## src/rtl/mem_bus_arbiter.sv

```systemverilog
// mem_bus_arbiter: two-port arbiter sharing one memory/IO bus with locked transfers and bounded lock length.
// Define ARB_ROUND_ROBIN_EN for round-robin tie breaking; the default is fixed priority to port 0.
module mem_bus_arbiter #(
    parameter int ADDR_WIDTH = 16,
    parameter int DATA_WIDTH = 8,
    parameter int LOCK_MAX   = 4
) (
    input  logic                  clk,
    input  logic                  reset,
    input  logic                  req0,
    input  logic                  req1,
    input  logic                  we0,
    input  logic                  we1,
    input  logic                  lock0,
    input  logic                  lock1,
    input  logic [ADDR_WIDTH-1:0] addr0,
    input  logic [ADDR_WIDTH-1:0] addr1,
    input  logic [DATA_WIDTH-1:0] wdata0,
    input  logic [DATA_WIDTH-1:0] wdata1,
    output logic                  gnt0,
    output logic                  gnt1,
    output logic                  ack0,
    output logic                  ack1,
    output logic [DATA_WIDTH-1:0] rdata0,
    output logic [DATA_WIDTH-1:0] rdata1,
    output logic [ADDR_WIDTH-1:0] bus_addr,
    output logic [DATA_WIDTH-1:0] bus_wdata,
    input  logic [DATA_WIDTH-1:0] bus_rdata,
    output logic                  mem_cs,
    output logic                  mem_we,
    output logic                  mem_oe
);
    localparam int CW = $clog2(LOCK_MAX + 1);
    localparam logic [CW-1:0] LMAX = CW'(LOCK_MAX);
    localparam logic [1:0] IDLE = 2'd0, ACCESS = 2'd1, RESP = 2'd2;

    logic [1:0]            state;
    logic                  owner, lock_l, we_l;
    logic [CW-1:0]         lock_cnt, cnt_next;
    logic                  any, own_req, oth_req, locked, forced, tie_win, win, lock_in, we_in;
    logic [ADDR_WIDTH-1:0] addr_in;
    logic [DATA_WIDTH-1:0] wdata_in;

`ifdef ARB_ROUND_ROBIN_EN
    logic last;
    assign tie_win = ~last;
    always_ff @(posedge clk or negedge reset)
        if (!reset) last <= 1'b1;
        else if (state != ACCESS && any) last <= win;
`else
    assign tie_win = 1'b0;
`endif

    always_comb begin
        any      = req0 | req1;
        own_req  = owner ? req1 : req0;
        oth_req  = owner ? req0 : req1;
        locked   = lock_l && own_req && lock_cnt < LMAX;
        forced   = lock_cnt == LMAX && oth_req;
        win      = locked ? owner : forced ? ~owner : (req0 && req1) ? tie_win : req1;
        lock_in  = win ? lock1 : lock0;
        we_in    = win ? we1 : we0;
        addr_in  = win ? addr1 : addr0;
        wdata_in = win ? wdata1 : wdata0;
        // a new owner's locked access is the first of its run
        cnt_next = !lock_in ? '0 : win != owner ? CW'(1) : lock_cnt == LMAX ? lock_cnt : lock_cnt + CW'(1);
    end

    always_ff @(posedge clk or negedge reset) begin
        if (!reset) begin
            state     <= IDLE;
            owner     <= 1'b0;
            lock_l    <= 1'b0;
            we_l      <= 1'b0;
            lock_cnt  <= '0;
            bus_addr  <= '0;
            bus_wdata <= '0;
            rdata0    <= '0;
            rdata1    <= '0;
        end else if (state == ACCESS) begin
            state <= RESP;
            if (!we_l && !owner) rdata0 <= bus_rdata;
            if (!we_l && owner) rdata1 <= bus_rdata;
        end else if (any) begin
            state     <= ACCESS;
            owner     <= win;
            lock_l    <= lock_in;
            we_l      <= we_in;
            bus_addr  <= addr_in;
            bus_wdata <= wdata_in;
            lock_cnt  <= cnt_next;
        end else begin
            state <= IDLE;
        end
    end

    assign gnt0   = (state == ACCESS || state == RESP) && !owner;
    assign gnt1   = (state == ACCESS || state == RESP) && owner;
    assign ack0   = state == RESP && !owner;
    assign ack1   = state == RESP && owner;
    assign mem_cs = state == ACCESS;
    assign mem_we = mem_cs && we_l;
    assign mem_oe = mem_cs && !we_l;
endmodule
```

## config.mk

```make
export PLATFORM = sky130hd
export DESIGN_NAME = mem_bus_arbiter
export DESIGN_NICKNAME = d
export VERILOG_FILES = /design/src/rtl/mem_bus_arbiter.sv
export SDC_FILE = /design/constraint.sdc
export NUM_CORES = 1
export LEC_CHECK = 0
export CORE_MARGIN = 2
export CORE_UTILIZATION = 42
export CTS_BUF_LIST = sky130_fd_sc_hd__clkbuf_2 sky130_fd_sc_hd__clkbuf_4 sky130_fd_sc_hd__clkbuf_8
export DETAILED_ROUTE_END_ITERATION = 16
export PLACE_DENSITY = 0.83
export SYNTH_ARGS = -nofsm -noshare
export SYNTH_HDL_FRONTEND = slang
export SYNTH_SLANG_ARGS = --single-unit
```

## constraint.sdc

```tcl
create_clock -name clk -period 1.8 [get_ports clk]
set_input_delay 0.27 -clock clk [delete_from_list [all_inputs] [get_ports clk]]
set_output_delay 0.27 -clock clk [all_outputs]
set_load 0.05 [all_outputs]
```

# Yosys cells after proc, flatten, opt, wreduce, memory -nomap -nowiden
# Index checks and enable logic that the tools add are counted.
word_totals:
  regBits: 48
  elab_cells: 52
classes:
  addsub: 1
  order_cmp: 1
  eq_ne: 5
  muxes: 14
  bitwise: 3
  n_reduce_logical: 19
op_table:
  columns: ["operator", "n"]
  rows:
  - ["2-to-1 mux 16 bit", 1]
  - ["logical AND 1 bit", 12]
  - ["2-to-1 mux 3 bit", 3]
  - ["2-to-1 mux 1 bit", 8]
  - ["2-to-1 mux 8 bit", 1]
  - ["AND reduction 2 bit", 3]
  - ["adder 3 x 1 -> 3 bit (second input constant)", 1]
  - ["equality test 3 bit (second input constant)", 1]
  - ["less-than comparator 3 bit (second input constant)", 1]
  - ["!= test 3 bit (second input constant)", 1]
  - ["AND reduction 3 bit", 1]
  - ["equality test 2 x 1 -> 1 bit (second input constant)", 1]
  - ["equality test 2 bit (second input constant)", 1]
  - ["zero test 1 bit", 2]
  - ["2-to-1 mux 2 bit", 1]
  - ["NOT 1 bit", 2]
  - ["logical OR 1 bit", 1]
  - ["!= test 1 bit", 1]
  - ["OR 1 bit", 1]

# Longest topological paths before layout
# Gate-level depths: netlist of the first run.
logic_depth:
  word_depth: 7
  mapped_depth: 8
  mapped_depth_nobuf: 6

# Worst setup path before layout of the first run
# Ideal clock, no wire load.
synth_path:
  kind: "register to register"
  from: "reg state[1]"
  to: "reg rdata0[0]"
  arrival_ns: 2.488
  setup_slack_ns: -0.813
  path_stages_with_launch: 7
  n_path_buf: 1
  period_less_slack_ns: 2.613
  path_cell_list: "dfrtp_1 -> inv_1 -> ha_1 -> nor2b_1 -> nor2b_1 -> buf_2 -> mux2_2"
synth_via:
  elab_chain_len: 2
synth_rtl:
  columns: ["element", "line_no", "source"]
  rows:
  - ["start, declared", "37", "logic [1:0] state;"]
  - ["start signal, assigned", "71", "state <= IDLE;"]
  - ["start signal, assigned", "81", "state <= RESP;"]
  - ["start signal, assigned", "85", "state <= ACCESS;"]
  - ["equality test 2 x 1 -> 1 bit", null, null]
  - ["via mem_cs", "29", "output logic mem_cs,"]
  - ["AND reduction 2 bit (no line)", null, null]
  - ["end signal, assigned", "82", "if (!we_l && !owner) rdata0 <= bus_rdata;"]
  - ["end, declared", "24", "output logic [DATA_WIDTH-1:0] rdata0,"]
# The timed path passes the listed nets, and every way through them passes these cells.
# A chain may end at the register's enable or synchronous reset.

# Worst setup path after layout of the first run
layout_path:
  from: "reg lock_cnt[0]"
  to: "reg lock_cnt[2]"
layout_via:
  elab_chain_len: 7
  word_cells_on_any_way: 14
  classes_between: "add/sub (1); order compare (1); eq/ne (3); mux (6); reduce/logical (3)"
layout_rtl:
  columns: ["element", "line_no", "source"]
  rows:
  - ["start, declared", "39", "logic [CW-1:0] lock_cnt, cnt_next;"]
  - ["start signal, assigned", "91", "lock_cnt <= cnt_next;"]
  - ["parallel branches: the longest is 7 deep, another holds less-than comparator 3 bit", null, null]
# Parallel ways; which one is timed is not known. The select of a mux whose other input is x is not followed.

==> impl_results.md, run 1 <==
- Status: complete, no violations
- Worst slack, placed: -0.0557 ns
- Top cells by area, synth: dfrtp_1, mux2i_1, mux2_2
- DRC viols: 0
- Min cycle time layout: 1.76 ns
- Total die area: 5950 um2
- Netlist Area Pre-Place: 2240 um2
- Largest net degree at the start of global routing: 33
- CTS tree: built
- Avg Cell Area, Syn: 11.4 um2
- CP arrival: 1.98 ns
- Total gr overflow: 0
- Initial antenna violation count: 0
- CTS Sinks: 48
- Synthesis Warnings: 0
- R2r setup slk: 0.04 ns
- Cell count of the worst reg-to-reg path: 6
- Vias in the first global route: 1946
- Ratio of cells with drive above 1 in the final layout: 0.185
- Die Span X: roughly 77 um
- Number of max-cap violations: 0
- WL final: 5.21 mm
- GP Congestion: around 0.83
- Worst skew pair latency: 0.30 ns
- CP bufs+invs: 1
- Worst vdd ir: about 0.0011 V
- Placed cell area: roughly 3500 um2
- Final #Nets: 381
- H-tree depth: 2
- Die Y: 77.1 um
- Inserted Clock Buffers: 5
- Start of the worst register-to-register path: lock_cnt[0]
- Post-CTS Setup Repair Bufs: 0
- Final worst-path cycle share: 0.980
- Seq cells post-synth: 48
- Dpl hpwl: 4.22 mm
- Commonest cells after routing, fill and taps aside: clkdlybuf4s50_1, dfrtp_1, nand2_1
- Final Hold Violating Endpoints: 0
- Cell count after synthesis: 197
- Root buffer cell: clkbuf_8
- Register area share after synthesis: 0.535
- First-pass DRT Iterations: 4
- CP Max Fanout: 5
- Critical Path RT: about 2.0 ns
- Core Rows: 26
- Clock skew: 0.00496 ns
- RSZ-0062 raised after global routing: yes
- Final worst slack: 0.0357 ns
- Slowest stage delay, CP: 0.40 ns
- Antenna Nets Post-Route: 0
- Total Routing Usage GR: 0.185
- CP top delay family: simple AND/OR/NAND/NOR gates
- DR vias/cell: 4.85
- Initial core utilization: 0.437
- Crit path cell chain: inv_2 > ha_2 > and2_4 > o221a_4 > or3b_4 > a211oi_2
- Power per Cell Area: 2000 nW/um2
- Share of the synthesized area in the top cell type: 0.535
- Most common cell after layout, fill and taps aside: clkdlybuf4s50_1
- Rel. slew slack: 0.650
- Port bufs: 110
- Area grow syn2layout: 62.7%
- Endpoints failing setup: 0
- Peak Freq: 567 MHz
- Syn_nets: 265
- Diode count: 0
- Setup CP Type: reg -> reg
- Total negative slack: 0 ns
- Wire length per cell: 13.6 um
- Critical R2R Capture: lock_cnt[2]
- Setup crit start kind: flip-flop
- Crit. End Element: flip-flop
- Core ar.: 5140 um2
- Final instance area: 3650 um2
- Slew Viols, Final: 0
- Worst-Margin Slew: between 0.5 and 0.6 ns
- HP Class: in -> async
- Top Ports: 111
- Clock transition at path regs: about 0.09 ns
- Slowest CP cell: dfrtp_1
- First-pass GRT wire length: 8.83 mm
- DRT iter0 DRCs: 43
- Maximum buffer depth of the clock tree: 2
- Post-synth cell types: 30
- Leakage power: 0.00156 uW
- Via Count: ~1900
- Largest area contributor in the netlist: dfrtp_1
-- worst max-delay path by stage --
stage                           start      endpoint  slack [ns]  cells past startpoint
after floorplan              state[1]     rdata0[0]       -0.02                      6
after global placement           req0  bus_wdata[1]       -0.02                      6
after detailed placement         req0  bus_wdata[7]       -0.06                      6
after CTS                   rdata1[5]     rdata1[5]        0.02                      1
after global routing      lock_cnt[0]   lock_cnt[2]       -0.02                      6
final                     lock_cnt[0]   lock_cnt[2]        0.04                      6
-- power breakdown --
part	leakage, uW	internal, uW	switching (uW)
logic	0.000920	1760	2830
clock network	0.0000548	419	368
registers	0.000580	1600	309
-- logic make-up after synthesis --
logic type | synth area share
compound gates | 0.106
fa+ha+maj | 0.0223
buf+inv | 0.0401
flops | 0.535
mux | 0.196
simple gates | 0.0998
-- registers in the layout, summed over array words and instances, names as in the netlist --
| signal | flops |
|---|---|
| state | 2 |
| lock_cnt | 3 |
| bus_wdata | 8 |
| we_l | 1 |
| bus_addr | 16 |
| rdata1 | 8 |
| rdata0 | 8 |
| owner | 1 |
| lock_l | 1 |
-- synth_stat cells --
cell type	instances
clkbuf_1	5
a22oi_1	1
mux2i_1	26
a311o_1	1
and2_4	1
inv_1	6
and2_1	2
a211oi_2	1
or2_1	1
a31oi_1	1
o221a_4	1
nand2b_1	3
o21ai_1	21
nor2_1	2
dfrtp_1	48
a221oi_1	1
buf_2	3
nor2b_1	5
mux2_2	16
a21oi_1	1
or3b_4	1
nand2_1	30
o21ai_0	7
and4b_1	1
o221ai_1	1
ha_1	4
a21boi_0	1
buf_6	3
nand3_1	1
o22ai_1	2
-- cell type report --
cell class | instances | area (um2)
fillers | 394 | 1490
repair buffers | 120 | 1250
flip-flops and latches | 48 | 1200
multi-input cells | 132 | 976
well taps | 70 | 87.6
clock buffers | 5 | 68.8
clock inverters | 3 | 46.3
inverters | 6 | 22.5
-- routing by layer --
layer	up-vias	wire, um	global-route usage
met3	7	366	0.0576
met4	0	53	0.0429
li1	914	-	-
met2	68	2800	0.341
met1	873	1990	0.208
met5	-	0	0
-- repair_timing --
action,CTS,global route
endpoints found under the hold margin,18,0
resized for setup,1,4
setup endpoints to repair,1,13
hold buffers,1,0
pin swaps,0,2
-- metrics by stage --
stage / hold WS [ns] / std cells / util / power [uW]
2_1_floorplan: -0.0256 / 197 / - / 4870
3_3_place_gp: 0.243 / 375 / 0.684 / 6460
3_5_place_dp: 0.246 / 375 / 0.684 / 6560
4_1_cts: 0.458 / 384 / 0.709 / 7360
5_1_grt: 0.493 / 384 / 0.710 / 7660
6_report: 0.442 / 384 / 0.710 / 7290
No activity file was read; power rests on OpenSTA's default activity.
==> run 2: changes to the inputs <==
--- a/config.mk
+++ b/config.mk
@@ -9,7 +9,9 @@
 export CORE_UTILIZATION = 42
 export CTS_BUF_LIST = sky130_fd_sc_hd__clkbuf_2 sky130_fd_sc_hd__clkbuf_4 sky130_fd_sc_hd__clkbuf_8
 export DETAILED_ROUTE_END_ITERATION = 16
+export GPL_TIMING_DRIVEN = 0
 export PLACE_DENSITY = 0.83
+export SKIP_LAST_GASP = 1
 export SYNTH_ARGS = -nofsm -noshare
 export SYNTH_HDL_FRONTEND = slang
 export SYNTH_SLANG_ARGS = --single-unit
==> run 2 against run 1 <==
  * Non-clock buffer count rose by 5
  * Cell area rose by 0.82%
  * Routed wire length rose by 9.5%
  * Critical path type is now reg -> out
  * Sequential power barely moved
  * Highest routed layer unchanged
  * Worst setup slack got worse by 0.036 ns
  * Global-route usage rose by 1.2 points
  * First-iteration DRC count rose by 51%
  * Core utilization rose by 0.58 points
  * Final cell count rose by 1.3%
==> impl_results.md, run 2 (same netlist as run 1, synthesis figures left out) <==
- Final hold slack: 0.474 ns (was 0.442 ns)
- DRC viols: 0 (unchanged)
- H-tree depth: 2 (unchanged)
- Biggest register: bus_addr (unchanged)
- Worst-Margin Slew: 0.528 ns (was 0.524 ns)
- Clock transition at path regs: 0.09 ns (about the same)
- Diode count: 0 (unchanged)
- Crit. End Element: output port (was flip-flop)
- DRT iter0 DRCs: 65 (was 43)
- Most common cell after layout, fill and taps aside: clkdlybuf4s50_1 (unchanged)
- Setup CP Type: reg -> out (was reg -> reg)
- Final worst slack: 0.000146 ns (was 0.0357 ns)
- GP Congestion: 0.807 (was 0.832)
- Critical Path RT: 1.53 ns (was 2.02 ns)
- Placed cell area: 3470 um2 (was 3510 um2)
- Endpoints failing setup: 0 (unchanged)
- Core Rows: 26 (unchanged)
- Wire length per cell: 14.7 um (was 13.6 um)
- Commonest cells after routing, fill and taps aside: clkdlybuf4s50_1, dfrtp_1, nand2_1 (unchanged)
- Final Hold Violating Endpoints: 0 (unchanged)
- Total die area: 5950 um2 (unchanged)
- DR vias/cell: 4.85 (about the same)
- Fillers: 419 (was 394)
- Root buffer cell: clkbuf_8 (unchanged)
- Multi-input gate area: 1010 um2 (was 976 um2)
- Ratio of cells with drive above 1 in the final layout: 0.172 (was 0.185)
- Worst vdd ir: 0.000946 V (was 0.00114 V)
- Maximum buffer depth of the clock tree: 2 (unchanged)
- Leakage power: 0.00160 uW (was 0.00156 uW)
- Final instance area: 3680 um2 (was 3650 um2)
- Worst slack, placed: -0.204 ns (was -0.0557 ns)
- Total negative slack: 0 ns (unchanged)
- RSZ-0062 raised after global routing: yes (unchanged)
- Port bufs: 110 (unchanged)
- WL final: 5.71 mm (was 5.21 mm)
- Via Count: 1887 (was 1862)
- CP arrival: 1.53 ns (was 1.98 ns)
- Total gr overflow: 0 (unchanged)
- Core ar.: 5140 um2 (unchanged)
- Register area: 1200 um2 (unchanged)
- Dpl hpwl: 4.36 mm (was 4.22 mm)
- Initial core utilization: 0.437 (unchanged)
- Clock skew: 0.00889 ns (was 0.00496 ns)
- Rel. slew slack: 0.648 (was 0.650)
- Slew Viols, Final: 0 (unchanged)
- CP Max Fanout: 2 (was 5)
- First-pass DRT Iterations: 4 (unchanged)
- Status: complete, no violations (unchanged)
- Total Routing Usage GR: 0.197 (was 0.185)
- Placed insts: 378 (was 375)
- Area grow syn2layout: 64.0% (was 62.7%)
- CTS Sinks: 48 (unchanged)
- Inserted Clock Buffers: 5 (unchanged)
- First-pass GRT wire length: 9.33 mm (was 8.83 mm)
- Min cycle time layout: 1.80 ns (was 1.76 ns)
- Antenna Nets Post-Route: 0 (unchanged)
- Setup crit start kind: flip-flop (unchanged)
- Largest net degree at the start of global routing: 29 (was 33)
- Number of max-cap violations: 0 (unchanged)
- Initial antenna violation count: 0 (unchanged)
- Die Span X: 77.1 um (unchanged)
- Final worst-path cycle share: 1.00 (was 0.980)
- HP Class: in -> async (unchanged)
- Vias in the first global route: 1943 (was 1946)
- Peak Freq: 556 MHz (was 567 MHz)
- Final Non-Filler Cells: 389 (was 384)
- Final #Nets: 386 (was 381)
- Largest register FFs: 16 (unchanged)
- CTS tree: built (unchanged)
- Power per Cell Area: 1970 nW/um2 (was 2000 nW/um2)
- Die Y: 77.1 um (unchanged)
- Worst skew pair latency: 0.30 ns (about the same)
- Top Ports: 111 (unchanged)
run 2: cell types whose count changed in the layout (fill, tap and decap cells not counted), moves of 2 or more:
cell and delta:
clkdlybuf4s15_2 +3, clkbuf_2 +4, buf_4 -11, clkdlybuf4s50_1 +2, clkbuf_1 +2, dlymetal6s2s_1 +5
mux2i_1 -3, buf_12 -4, mux2i_2 +2, buf_2 +3
run 2: metrics by stage:
step	util	total power, uW
finish	0.716	7240
CTS	0.706	7230
global placement	0.672	6310
global route	0.716	7580
detailed placement	0.675	6420
floorplan	-	4870
run 2: per-layer routing:
metal,part of all wire,wire length (um),GRT usage,up-vias
met3,0.057,323,0.0459,9
met2,0.52,2940,0.350,65
li1,-,-,-,924
met5,0,0,0,-
met4,0.015,85,0.0589,0
met1,0.41,2360,0.238,889
run 2: final cells by class:
class / instances / area share
multi-input cells: 132 / 0.273
flip-flops and latches: 48 / 0.326
plain buffers: 11 / 0.0272
inverters: 6 / 0.00612
well taps: 70 / 0.0238
clock buffers: 5 / 0.0187
clock inverters: 3 / 0.0126
repair buffers: 114 / 0.312
run 2: path summary, 6_finish.rpt:
path                                  start  slack, ns  cells after the start           end
worst max-delay path               state[0]     0.0001                      4          gnt1
worst min-delay path                  reset       0.47                      2  bus_addr[11]
worst max register to register  lock_cnt[1]       0.06                      8   bus_addr[3]
worst min register to register       lock_l       0.49                      2        lock_l
max in group asynchronous             reset       0.82                      3     rdata0[7]
min in group clk                     lock_l       0.49                      2        lock_l
run 2: report_power, final:
group / internal, uW / switching (uW) / leakage, uW
registers: 1600 / 301 / 0.000580
logic: 1660 / 2870 / 0.000964
clock network: 419 / 384 / 0.0000548
run 2: worst max-delay path: stages (launching register included):
cell and delay (ns):
dfrtp_1 0.40, inv_1 0.06, ha_1 0.32, nor2b_1 0.16, clkbuf_2 0.30
run 2: timing repair:
item,4_1_cts,5_1_grt
gates resized for setup,26,21
hold buffers,1,0
pin swaps,0,1
setup buffers,1,1
hold endpoints to repair,20,0
setup endpoints to repair,27,38
==> run 3: changes to the inputs <==
--- a/config.mk
+++ b/config.mk
@@ -5,6 +5,7 @@
 export SDC_FILE = /design/constraint.sdc
 export NUM_CORES = 1
 export LEC_CHECK = 0
+export CAP_MARGIN = 10
 export CORE_MARGIN = 2
 export CORE_UTILIZATION = 42
 export CTS_BUF_LIST = sky130_fd_sc_hd__clkbuf_2 sky130_fd_sc_hd__clkbuf_4 sky130_fd_sc_hd__clkbuf_8
==> results of run 3 <==
The final DEF is identical to that of run 2; final timing and power are the same.
